<file path="config.mk">
export PLATFORM = sky130hd
export DESIGN_NAME = uart_tx_serializer
export DESIGN_NICKNAME = d
export VERILOG_FILES = /design/src/rtl/uart_tx_serializer.sv
export SDC_FILE = /design/constraint.sdc
export NUM_CORES = 1
export LEC_CHECK = 0
export BUFFER_PORTS_ARGS = -buffer_cell sky130_fd_sc_hd__buf_4
export CORE_MARGIN = 4
export CORE_UTILIZATION = 48
export CTS_BUF_LIST = sky130_fd_sc_hd__clkbuf_4 sky130_fd_sc_hd__clkbuf_8 sky130_fd_sc_hd__clkbuf_16
export CTS_CLUSTER_SIZE = 8
export DETAILED_ROUTE_END_ITERATION = 7
export HOLD_SLACK_MARGIN = 0.02
export PLACE_DENSITY_LB_ADDON = 0.05
export RECOVER_POWER = 100
export SYNTH_ARGS = -nofsm -noshare
export SYNTH_HDL_FRONTEND = slang
export SYNTH_SLANG_ARGS = --single-unit
export TNS_END_PERCENT = 10
</file>
<file path="constraint.sdc">
create_clock -name clk -period 1.45 [get_ports clk]
set_clock_uncertainty 0.05 [all_clocks]
set_input_delay 0.29 -clock clk [delete_from_list [all_inputs] [get_ports clk]]
set_output_delay 0.29 -clock clk [all_outputs]
set_load 0.02 [all_outputs]
</file>
<file path="src/rtl/uart_tx_serializer.sv">
// uart_tx_serializer: UART transmit serializer (start, LSB-first data, optional parity, stop bits) paced by baud_tick
module uart_tx_serializer #(
  parameter int DATA_BITS  = 8,
  parameter bit PARITY_EN  = 1'b0,
  parameter bit PARITY_ODD = 1'b0,
  parameter int STOP_BITS  = 1
) (
  input  logic                 clk,
  input  logic                 rst,
  input  logic                 baud_tick,
  input  logic                 tx_start,
  input  logic [DATA_BITS-1:0] tx_data,
  output logic                 baud_en,
  output logic                 tx,
  output logic                 tx_busy,
  output logic                 tx_done
);
  typedef enum logic [2:0] {IDLE, START, DATA, PARITY, STOP} state_t;
  localparam int CW = $clog2(DATA_BITS);
  localparam logic [CW-1:0] LAST_BIT = CW'(DATA_BITS - 1);
  localparam logic LAST_STOP = (STOP_BITS == 2);
  state_t state;
  logic [DATA_BITS-1:0] shift_reg;
  logic [CW-1:0] bit_cnt;
  logic stop_cnt;
  logic par;
  // frame sequencer; tx is registered one step ahead so it always reflects the current bit
  always_ff @(posedge clk or negedge rst)
    if (!rst) begin
      state     <= IDLE;
      shift_reg <= '0;
      bit_cnt   <= '0;
      stop_cnt  <= 1'b0;
      par       <= 1'b0;
      tx        <= 1'b1;
      tx_busy   <= 1'b0;
      tx_done   <= 1'b0;
      baud_en   <= 1'b0;
    end else begin
      tx_done <= 1'b0;
      case (state)
        IDLE:
          if (tx_start) begin
            state     <= START;
            shift_reg <= tx_data;
            par       <= ^tx_data ^ PARITY_ODD;
            bit_cnt   <= '0;
            stop_cnt  <= 1'b0;
            tx        <= 1'b0;
            tx_busy   <= 1'b1;
            baud_en   <= 1'b1;
          end else begin
            tx      <= 1'b1;
            tx_busy <= 1'b0;
            baud_en <= 1'b0;
          end
        START:
          if (baud_tick) begin
            state   <= DATA;
            bit_cnt <= '0;
            tx      <= shift_reg[0];
          end
        DATA:
          if (baud_tick) begin
            shift_reg <= shift_reg >> 1;
            bit_cnt   <= bit_cnt + CW'(1);
            if (bit_cnt == LAST_BIT) begin
              state    <= PARITY_EN ? PARITY : STOP;
              tx       <= PARITY_EN ? par : 1'b1;
              stop_cnt <= 1'b0;
            end else
              tx <= shift_reg[1];
          end
        PARITY:
          if (baud_tick) begin
            state    <= STOP;
            stop_cnt <= 1'b0;
            tx       <= 1'b1;
          end
        STOP:
          if (baud_tick) begin
            if (stop_cnt == LAST_STOP) begin
              state   <= IDLE;
              tx_done <= 1'b1;
              tx_busy <= 1'b0;
              baud_en <= 1'b0;
            end else
              stop_cnt <= 1'b1;
            tx <= 1'b1;
          end
        default: begin
          state   <= IDLE;
          tx      <= 1'b1;
          tx_busy <= 1'b0;
          baud_en <= 1'b0;
        end
      endcase
    end
endmodule

</file>
# After elaboration in Yosys (flattened, before gate mapping)
# Index checks and enable logic that the tools add are counted.
[word_totals]
output_inout_bits = 4
ramBits = 0
input_bits = 12
n_memories = 0
romBits = 0
wordCells = 69
register_bits = 18
latchBits = 0
[op_classes]
muxes = 35
n_shift = 0
magnitude_cmp = 0
div_mod_pow = 0
mul = 0
bitwise_logic = 1
n_eq_ne = 13
add_sub_neg = 1
n_reduce_logical = 12
[op_table]
columns = ["operator", "n"]
rows = [
  ["2-to-1 mux 3 bit", 10],
  ["2-to-1 mux 1 bit", 17],
  ["2-to-1 mux 8 bit", 2],
  ["one-hot mux 8 bit (2 select lines)", 1],
  ["one-hot mux 3 bit (5 select lines)", 1],
  ["!= test 2 bit, second input constant", 7],
  ["one-hot mux 3 bit (3 select lines)", 1],
  ["AND reduction 3 bit", 3],
  ["one-hot mux 1 bit (4 select lines)", 2],
  ["AND reduction 7 bit", 1],
  ["== test 3 x 2 -> 1 bit, second input constant", 2],
  ["== test 3 bit, second input constant", 2],
  ["AND reduction 6 bit", 1],
  ["AND reduction 4 bit", 1],
  ["nonzero test 4 bit", 1],
  ["adder 3 x 1 -> 3 bit, second input constant", 1],
  ["== test 3 x 1 -> 1 bit, second input constant", 1],
  ["zero test 3 bit", 1],
  ["one-hot mux 1 bit (3 select lines)", 1],
  ["nonzero test 3 bit", 1],
  ["OR reduction 3 bit", 1],
  ["!= test 2 x 1 -> 1 bit, second input constant", 1],
  ["nonzero test 2 bit", 1],
  ["OR reduction 2 bit", 1],
  ["NOT 1 bit", 1],
]

# Depth between registers and ports, before layout
# Gate-level depths: netlist (run 1).
[logic_depth]
word_depth = 4
depth_mapped = 5
ltp_nobuf = 5

# Least setup slack after synthesis (run 1)
# No wires, ideal clock.
[synth_path]
path_kind = "register -> register"
startpoint = "register state[1]"
endpoint = "register shift_reg[2]"
synth_period_minus_slack_ns = 1.547
path_buffers = 2
path_stages_with_launch = 6
setup_ns = 0.125
t_arrival_ns = 1.373
required_time_ns = 1.275
setup_slack_ns = -0.097
cell_sequence = "dfrtp_1 > buf_6 > nor3b_4 > buf_6 > mux2_4 > mux2_2"
[synth_between]
elab_chain_len = 3
elab_cells_between_ends = 7
classes_between = "eq/ne: 3; mux: 1; reduce/logical: 3"
[synth_lines]
columns = ["item", "line_no", "rtl"]
rows = [
  ["start: declaration", "22", "state_t state;"],
  ["start signal: assignment", "68", "state <= PARITY_EN ? PARITY : STOP;"],
  ["== test 3 x 2 -> 1 bit or zero test 3 bit (tied branches)", "41", "case (state)"],
  ["!= test 2 bit (no line) or nonzero test 2 bit (tied branches)", "-", ""],
  ["AND reduction 3 bit (no line)", "-", ""],
  ["end signal: assignment", "45", "shift_reg <= tx_data;"],
  ["end signal: assignment", "65", "shift_reg <= shift_reg >> 1;"],
  ["end: declaration", "23", "logic [DATA_BITS-1:0] shift_reg;"],
]
# Parallel ways exist; a longest one is shown, timed or not.
# A chain may end at the register's enable or synchronous reset.

# Worst setup path in the final report (run 1)
[layout_path]
startpoint = "register state[0]"
endpoint = "register shift_reg[1]"
# Same word-level chain as after synthesis.

==> impl_metrics.ini, run 1 <==
[floorplan]
dieArea_um2 = 2780
io-pin-count = 16
die_w_um = 52.8
coreArea_um2 = 1820
rows = 15
start_util_pct = 52.9
die_y_um = 52.8

[synth]
ys.flop_type = dfrtp_1
yosysTopAreaCell = dfrtp_1
netlist_instances = 81
netlist_area_um2 = 962
synth-seq-cells = 17
avgSynthCellArea_um2 = 11.9
synth.top_cell.area_share_pct = 41.6
synth_most_common_cell = dfrtp_1
ys_types = 30
yosys-top-cells-area = dfrtp_1, mux2_2, mux2_4
synth_edf_count = 0
yosysWarnings = 0
ys_async_sr_fraction_pct = 100
yosysSeqAreaShare_pct = 44.3
synth_fp_nets = 95
yosys-top-cells-count = dfrtp_1, mux2_2, inv_1, mux2_4

[critical_path]
path_max_fanout = 3
cpLargestDelayFamily = multiplexers
arrival_ns = 1.68
cp_cell_sequence = nor3b_4 -> buf_4 -> mux2_4 -> mux2_4
crit_type = reg -> reg
critPathMaxStageDelay_ns = 0.41
r2r_cells = 4
r2r_slack_ns = -0.10
slowest_stage = dfrtp_1
worstReg2RegEnd = shift_reg[1]
cp_common_cell = mux2_4
cp-start-kind = register
crit_required_ns = 1.58
cp-end-kind = register
cp.buffers_inverters = 1
rr_startpoint = state[0]

[route]
routed_wl_um = 1830
drc_errors = 0
drtIter0Drc = 16
drtPass1Iterations = 4
avgViaCountPerCell = 5.32
ant_nets = 0
via_count = 702
drt-wirelength-per-cell_um = 13.8

[timing]
setup_viol = 9
rsz0062_at_grt = true
setup_ws_ns = -0.105
whs_ns = 0.183
finalMaxSlewViolations = 0
hold_viol_final = 0
tightest_slew_ns = 0.875
timing.fmax_mhz = 643
post-route-min-period_ns = 1.55
period_share_pct = 107
relSlewSlack_pct = 41.6

[power_and_ir_drop]
p_leak_nw = 0.576
p_per_area_nw_per_um2 = 2030
ir_drop_mv = 0.999
p_total_mw = 2.50

[global_routing]
grt_usage_pct = 15.2
grt_pass1_vias = 668
antenna_found_initial = 0
overflow = 0
grt_pass1_wl_um = 2990
grt_max_degree = 18

[cts]
cts.sinks = 17
ctsRootBufferMaster = clkbuf_4
clkSlewWorstSetupHoldPaths_ns = 0.09
clock_path_buffers = 2
cts-buffers-inserted = 3
cts_tree = done
h-tree-depth = 1
clk_latency_ns = 0.29

[cells_and_area]
syn_to_final_growth_pct = 27.7
antenna_cells = 0
nets = 122
drive_above_1_share_pct = 43.0
final_cells = 132
largest_reg_flops = 8

[run]
max-cap-violations = 0

[hold_path]
hp-class = in -> reg
hold_path_depth = 2
hold_path_startpoint = tx_data[7]
hold_end = shift_reg[7]

[placed_design]
placedCellCount = 126
dpl.hpwl_um = 1300
io_buffers = 15
gp_congestion = 0.735

[status]
violations = setup timing
status = complete, but fails checks
[worst max-delay path by stage]
| stage | start | to | slack [ns] | cells past startpoint |
|---|---|---|---|---|
| after floorplan | state[1] | shift_reg[2] | -0.1 | 5 |
| after global placement | state[0] | shift_reg[1] | -0.09 | 4 |
| after detailed placement | state[0] | shift_reg[1] | -0.12 | 4 |
| after CTS | state[2] | tx | -0.12 | 4 |
| after global routing | state[0] | shift_reg[1] | -0.15 | 4 |
| final | state[0] | shift_reg[1] | -0.10 | 4 |
[per-layer routing]
metal / vias to the layer above / routed length (um) / track usage (%)
met3: 2 / 80 / 4.27
li1: 339 / - / -
met2: 15 / 886 / 25.4
met1: 346 / 842 / 18.6
met4: 0 / 17 / 5.11
met5: - / 0 / 0
[placed cells by master (no fill, tap or decap), drive strengths merged]
cell type	n
a211o	1
a211oi	1
a21boi	1
a21oi	4
a31oi	2
a32oi	2
and2	1
buf	20
clkbuf	10
clkinv	1
dfrtp	16
dfstp	1
dlygate4sd3	1
ha	2
inv	6
mux2	15
mux2i	2
nand2	2
nand2b	2
nand3b	1
nor2	3
nor2b	1
nor3	1
nor3b	3
o21ai	4
o21bai	1
o31ai	1
o32ai	1
or3b	1
[cell type report]
cell class                      instances  area [um2]
Multi-Input combinational cell         52         500
Sequential cell                        17         427
Fill cell                             162         592
Timing Repair Buffer                   28         220
Clock inverter                          1        5.00
Tap cell                               25        31.3
Inverter                                6        22.5
Clock buffer                            3        22.5
[worst reg2reg max path, delay by kind of cell (launching register included)]
family / cells / cell delay, ns
buffers and inverters: 1 / 0.17
flip-flops: 1 / 0.41
multiplexers: 2 / 0.56
AND/OR/NAND/NOR: 1 / 0.26
[what timing repair did]
| item | 4_1_cts | 5_1_grt |
|---|---|---|
| hold buffers | 1 | 0 |
| setup endpoints to repair | 10 | 15 |
| buffers inserted | 1 | 0 |
| gates resized for setup | 4 | 5 |
| hold endpoints to repair | 16 | 0 |
| pin swaps | 1 | 1 |
[per-stage QoR]
step                      setup WS, ns  TNS (ns)  instance area [um2]  util, %
after floorplan                -0.0954    -0.562                  981        -
after global placement         -0.0931    -0.643                 1180     64.8
after detailed placement        -0.119    -0.865                 1180     64.8
after CTS                       -0.117    -0.976                 1240     68.1
after global routing            -0.152     -1.16                 1230     67.5
final                           -0.105    -0.644                 1230     67.5
[power breakdown]
group	internal, mW	switching [mW]
clock network	0.103	0.150
registers	0.699	0.139
logic	0.828	0.576
[logic make-up after synthesis]
family,count (synthesis),synth area share (%)
AOI/OAI and AO/OA,18,12.2
buffers and inverters,12,7.80
muxes,17,21.6
adders and majority gates,2,2.60
DFF,17,44.3
and+or+nand+nor,15,11.4
No activity file was read; power rests on OpenSTA's default activity.
==> inputs of run 2 (changes only) <==
--- a/config.mk
+++ b/config.mk
@@ -6,7 +6,7 @@
 export NUM_CORES = 1
 export LEC_CHECK = 0
 export BUFFER_PORTS_ARGS = -buffer_cell sky130_fd_sc_hd__buf_4
-export CORE_MARGIN = 4
+export CORE_MARGIN = 8
 export CORE_UTILIZATION = 48
 export CTS_BUF_LIST = sky130_fd_sc_hd__clkbuf_4 sky130_fd_sc_hd__clkbuf_8 sky130_fd_sc_hd__clkbuf_16
 export CTS_CLUSTER_SIZE = 8
==> impl_metrics.ini, run 2 (same netlist as run 1, synthesis figures left out) <==
[cells_and_area]
antenna_cells = 0
nets = 122
drive_above_1_share_pct = 43.9
largest_reg_flops = 8
seqCellArea_um2 = 427
multi_input_area_um2 = 495
final_core_util_pct = 64.1
final_cell_mix = dfrtp_1, buf_4, mux2_4
final_cell_area_um2 = 1230
nFillCells = 182
syn_to_final_growth_pct = 28.0

[power_and_ir_drop]
p_leak_nw = 0.579
internal_power_mw = 1.62
pwr-share-comb_pct = 55.6
clock_power_share_pct = 10.1
pwr-share-seq_pct = 34.3
power_switching_share_pct = 34.2
p_per_area_nw_per_um2 = 2000
p_sw_mw = 0.845
ir_drop_mv = 1.12

[critical_path]
crit_type = reg -> reg
worstSetupStartpoint = state[2]
worstReg2RegEnd = shift_reg[6]
path_max_fanout = 8
rr_startpoint = state[2]
arrival_ns = 1.69
r2r_cells = 4
cp-start-kind = register
cp-end-kind = register
crit_required_ns = 1.57
r2r_slack_ns = -0.12

[route]
avgViaCountPerCell = 5.13
drt-wirelength-per-cell_um = 13.9
drc_errors = 0
drtIter0Drc = 5
routed_wl_um = 1860
ant_nets = 0
via_count = 687
drtPass1Iterations = 4

[timing]
post-route-min-period_ns = 1.57
timing.fmax_mhz = 638
tightest_slew_ns = 0.424
whs_ns = 0.186
relSlewSlack_pct = 71.7
hold_viol_final = 0
period_share_pct = 108
setup_viol = 7
setup_ws_ns = -0.119
finalMaxSlewViolations = 0
rsz0062_at_grt = true

[floorplan]
dieArea_um2 = 3690
io-pin-count = 16
die_w_um = 60.8
coreArea_um2 = 1920
start_util_pct = 50.1
rows = 16
die_y_um = 60.8

[global_routing]
grt_pass1_vias = 724
grt_usage_pct = 11.3
grt_pass1_wl_um = 3220
grt_max_degree = 18
antenna_found_initial = 0
overflow = 0

[placed_design]
dp_slack_ns = -0.124
dpl.hpwl_um = 1440
gp_congestion = 0.748
io_buffers = 15
dpl_cell_area_um2 = 1180

[hold_path]
hold_end = shift_reg[7]
hold_path_startpoint = tx_data[7]
hp-class = in -> reg
hold_path_depth = 2

[status]
status = complete, but fails checks
violations = setup timing

[cts]
cts-buffers-inserted = 3
cts_tree = done
clk_latency_ns = 0.28
clock_path_buffers = 2
ctsRootBufferMaster = clkbuf_4
cts.sinks = 17
h-tree-depth = 1
clkSlewWorstSetupHoldPaths_ns = 0.10

[run]
max-cap-violations = 0
run 2: worst max path at each step:
stage / to / cells past startpoint
3_3_place_gp: shift_reg[0] / 4
3_5_place_dp: shift_reg[1] / 4
6_report: shift_reg[6] / 4
5_1_grt: shift_reg[6] / 4
4_1_cts: shift_reg[5] / 4
2_1_floorplan: shift_reg[2] / 5
run 2: area by class of cell:
class                   count  share of cell area (%)
clock buffers               3                    1.83
clock inverters             1                   0.407
inverters                   6                    1.83
multi-input cells          52                    40.2
flip-flops and latches     17                    34.7
well taps                  27                    2.74
repair buffers             28                    18.3
run 2: metal layers:
metal / wire (um) / global-route usage (%) / vias up
met5: 0 / 0 / -
met4: 9 / 2.99 / 0
met2: 900 / 17.9 / 12
li1: - / - / 337
met1: 884 / 14.9 / 336
met3: 61 / 2.33 / 2
run 2: stage by stage:
stage               instances  total power [mW]  TNS (ns)
floorplan                  81              1.80    -0.562
global route              134              2.66     -1.21
detailed placement        128              2.19    -0.844
global placement          128              2.16    -0.598
finish                    134              2.47    -0.775
CTS                       134              2.52    -0.775
run 2: repair_timing:
| item | in CTS | in global routing |
|---|---|---|
| hold buffers | 1 | 0 |
| hold endpoints to repair | 16 | 0 |
| gates cloned | 0 | 0 |
| pin swaps | 2 | 0 |
| resized for setup | 5 | 4 |
| buffers inserted | 1 | 0 |
| setup endpoints to repair | 10 | 12 |
run 2: power groups by stage:
stage,clock [mW],combinational (mW),sequential (mW)
detailed placement,0,1.34,0.855
floorplan,0,0.945,0.858
global placement,0,1.32,0.846
global route,0.283,1.50,0.877
finish,0.250,1.37,0.846
CTS,0.256,1.41,0.850
run 2: critical path: stages, from the launching register on:
cell and delay (ns):
dfrtp_1 0.42, nor3b_4 0.26, buf_12 0.17, mux2_4 0.29, mux2_4 0.26
==> inputs of run 3 (changes only) <==
--- a/config.mk
+++ b/config.mk
@@ -11,6 +11,7 @@
 export CTS_BUF_LIST = sky130_fd_sc_hd__clkbuf_4 sky130_fd_sc_hd__clkbuf_8 sky130_fd_sc_hd__clkbuf_16
 export CTS_CLUSTER_SIZE = 8
 export DETAILED_ROUTE_END_ITERATION = 7
+export GPL_TIMING_DRIVEN = 0
 export HOLD_SLACK_MARGIN = 0.02
 export PLACE_DENSITY_LB_ADDON = 0.05
 export RECOVER_POWER = 100
==> constraint.sdc (replaced) <==
create_clock -name clk -period 1.45 [get_ports clk]
set_clock_uncertainty 0.05 [all_clocks]
set_input_delay 0.29 -clock clk [delete_from_list [all_inputs] [get_ports clk]]
set_output_delay 0.29 -clock clk [all_outputs]
set_load 0.01 [all_outputs]
==> impl_metrics.ini, run 3 (same netlist as run 1, synthesis figures left out) <==
[hold_path]
hold_path_depth = 2
hold_end = shift_reg[7]
hold_path_startpoint = tx_data[7]
hp-class = in -> reg

[route]
drt-wirelength-per-cell_um = 14.8
ant_nets = 0
routed_wl_um = 1980
via_count = 704
drtIter0Drc = 17
avgViaCountPerCell = 5.25
drc_errors = 0
drtPass1Iterations = 4

[run]
max-cap-violations = 0

[status]
violations = setup timing
status = complete, but fails checks

[global_routing]
overflow = 0
grt_pass1_wl_um = 3260
grt_usage_pct = 12.0
antenna_found_initial = 0
grt_max_degree = 18
grt_pass1_vias = 720

[cts]
cts_tree = done
clk_latency_ns = 0.29
clkSlewWorstSetupHoldPaths_ns = 0.10
cts.sinks = 17
ctsRootBufferMaster = clkbuf_4
clock_path_buffers = 2
h-tree-depth = 1
cts-buffers-inserted = 3

[critical_path]
r2r_slack_ns = -0.12
critPathMaxStageDelay_ns = 0.36
path_max_fanout = 5
cp_cell_sequence = buf_6 -> nor3b_4 -> buf_6 -> mux2_4 -> mux2_4
r2r_cells = 5
slowest_stage = dfrtp_1
rr_startpoint = state[1]
crit_type = reg -> reg
cpLargestDelayFamily = multiplexers
cp.buffers_inverters = 2
crit_required_ns = 1.58
arrival_ns = 1.71
cp-start-kind = register
cp-end-kind = register
worstReg2RegEnd = shift_reg[6]

[floorplan]
io-pin-count = 16
coreArea_um2 = 1920
die_w_um = 60.8
rows = 16
dieArea_um2 = 3690
start_util_pct = 50.1
die_y_um = 60.8

[placed_design]
placedCellCount = 123
io_buffers = 15
dpl.hpwl_um = 1290
gp_congestion = 0.762

[timing]
relSlewSlack_pct = 70.4
period_share_pct = 109
tightest_slew_ns = 0.445
whs_ns = 0.173
timing.fmax_mhz = 635
setup_ws_ns = -0.125
setup_viol = 9
rsz0062_at_grt = true
hold_viol_final = 0
post-route-min-period_ns = 1.57
finalMaxSlewViolations = 0

[cells_and_area]
final_cells = 134
final_cell_mix = buf_4, dfrtp_1, mux2_4
antenna_cells = 0
final_core_util_pct = 63.4
nets = 122
drive_above_1_share_pct = 43.9
largest_reg_flops = 8
final_common_cell = buf_4
syn_to_final_growth_pct = 26.7

[power_and_ir_drop]
ir_drop_mv = 1.04
p_per_area_nw_per_um2 = 2010
p_leak_nw = 0.576
-- run 3: final cells by class --
cell class / instances / area (um2)
well taps: 27 / 33.8
clock buffers: 3 / 22.5
clock inverters: 1 / 5.00
multi-input cells: 52 / 498
flip-flops and latches: 17 / 427
repair buffers: 22 / 158
fillers: 173 / 703
plain buffers: 6 / 52.6
inverters: 6 / 22.5
-- run 3: what timing repair did --
item,4_1_cts,5_1_grt
cloned,1,0
endpoints found under the setup margin,9,13
resized for setup,6,5
hold buffers,1,0
setup buffers,5,0
hold endpoints to repair,16,0
pin swaps,1,0
-- run 3: through the flow --
| step | setup slack, ns | setup TNS (ns) | instance area (um2) | power [mW] |
|---|---|---|---|---|
| floorplan | -0.0954 | -0.562 | 981 | 1.77 |
| global placement | -0.184 | -1.21 | 1130 | 2.00 |
| detailed placement | -0.195 | -1.30 | 1130 | 2.03 |
| CTS | -0.122 | -0.798 | 1230 | 2.47 |
| global route | -0.178 | -1.36 | 1220 | 2.63 |
| finish | -0.125 | -0.890 | 1220 | 2.45 |
-- run 3: routing by layer --
layer  global-route usage, %  part of all wire, %  vias up
met5                       0                    0        -
met4                    4.98                  1.2        0
met3                    3.39                  3.5        4
met2                    19.5                   50       12
met1                    14.4                   46      346
li1                        -                    -      342
-- run 3: worst max-delay path by stage --
stage          cells past startpoint  slack (ns)  startpoint           end
2_1_floorplan                      5        -0.1    state[1]  shift_reg[2]
3_3_place_gp                       5       -0.18    state[1]  shift_reg[6]
3_5_place_dp                       5       -0.20    state[1]  shift_reg[4]
5_1_grt                            5       -0.18    state[1]  shift_reg[2]
6_report                           5       -0.12    state[1]  shift_reg[6]
4_1_cts                            5       -0.12    state[1]  shift_reg[4]
-- run 3: where the power goes --
| group | switching (mW) | internal (mW) | total [mW] |
|---|---|---|---|
| clock network | 0.154 | 0.103 | 0.257 |
| logic | 0.541 | 0.812 | 1.35 |
| registers | 0.142 | 0.698 | 0.841 |
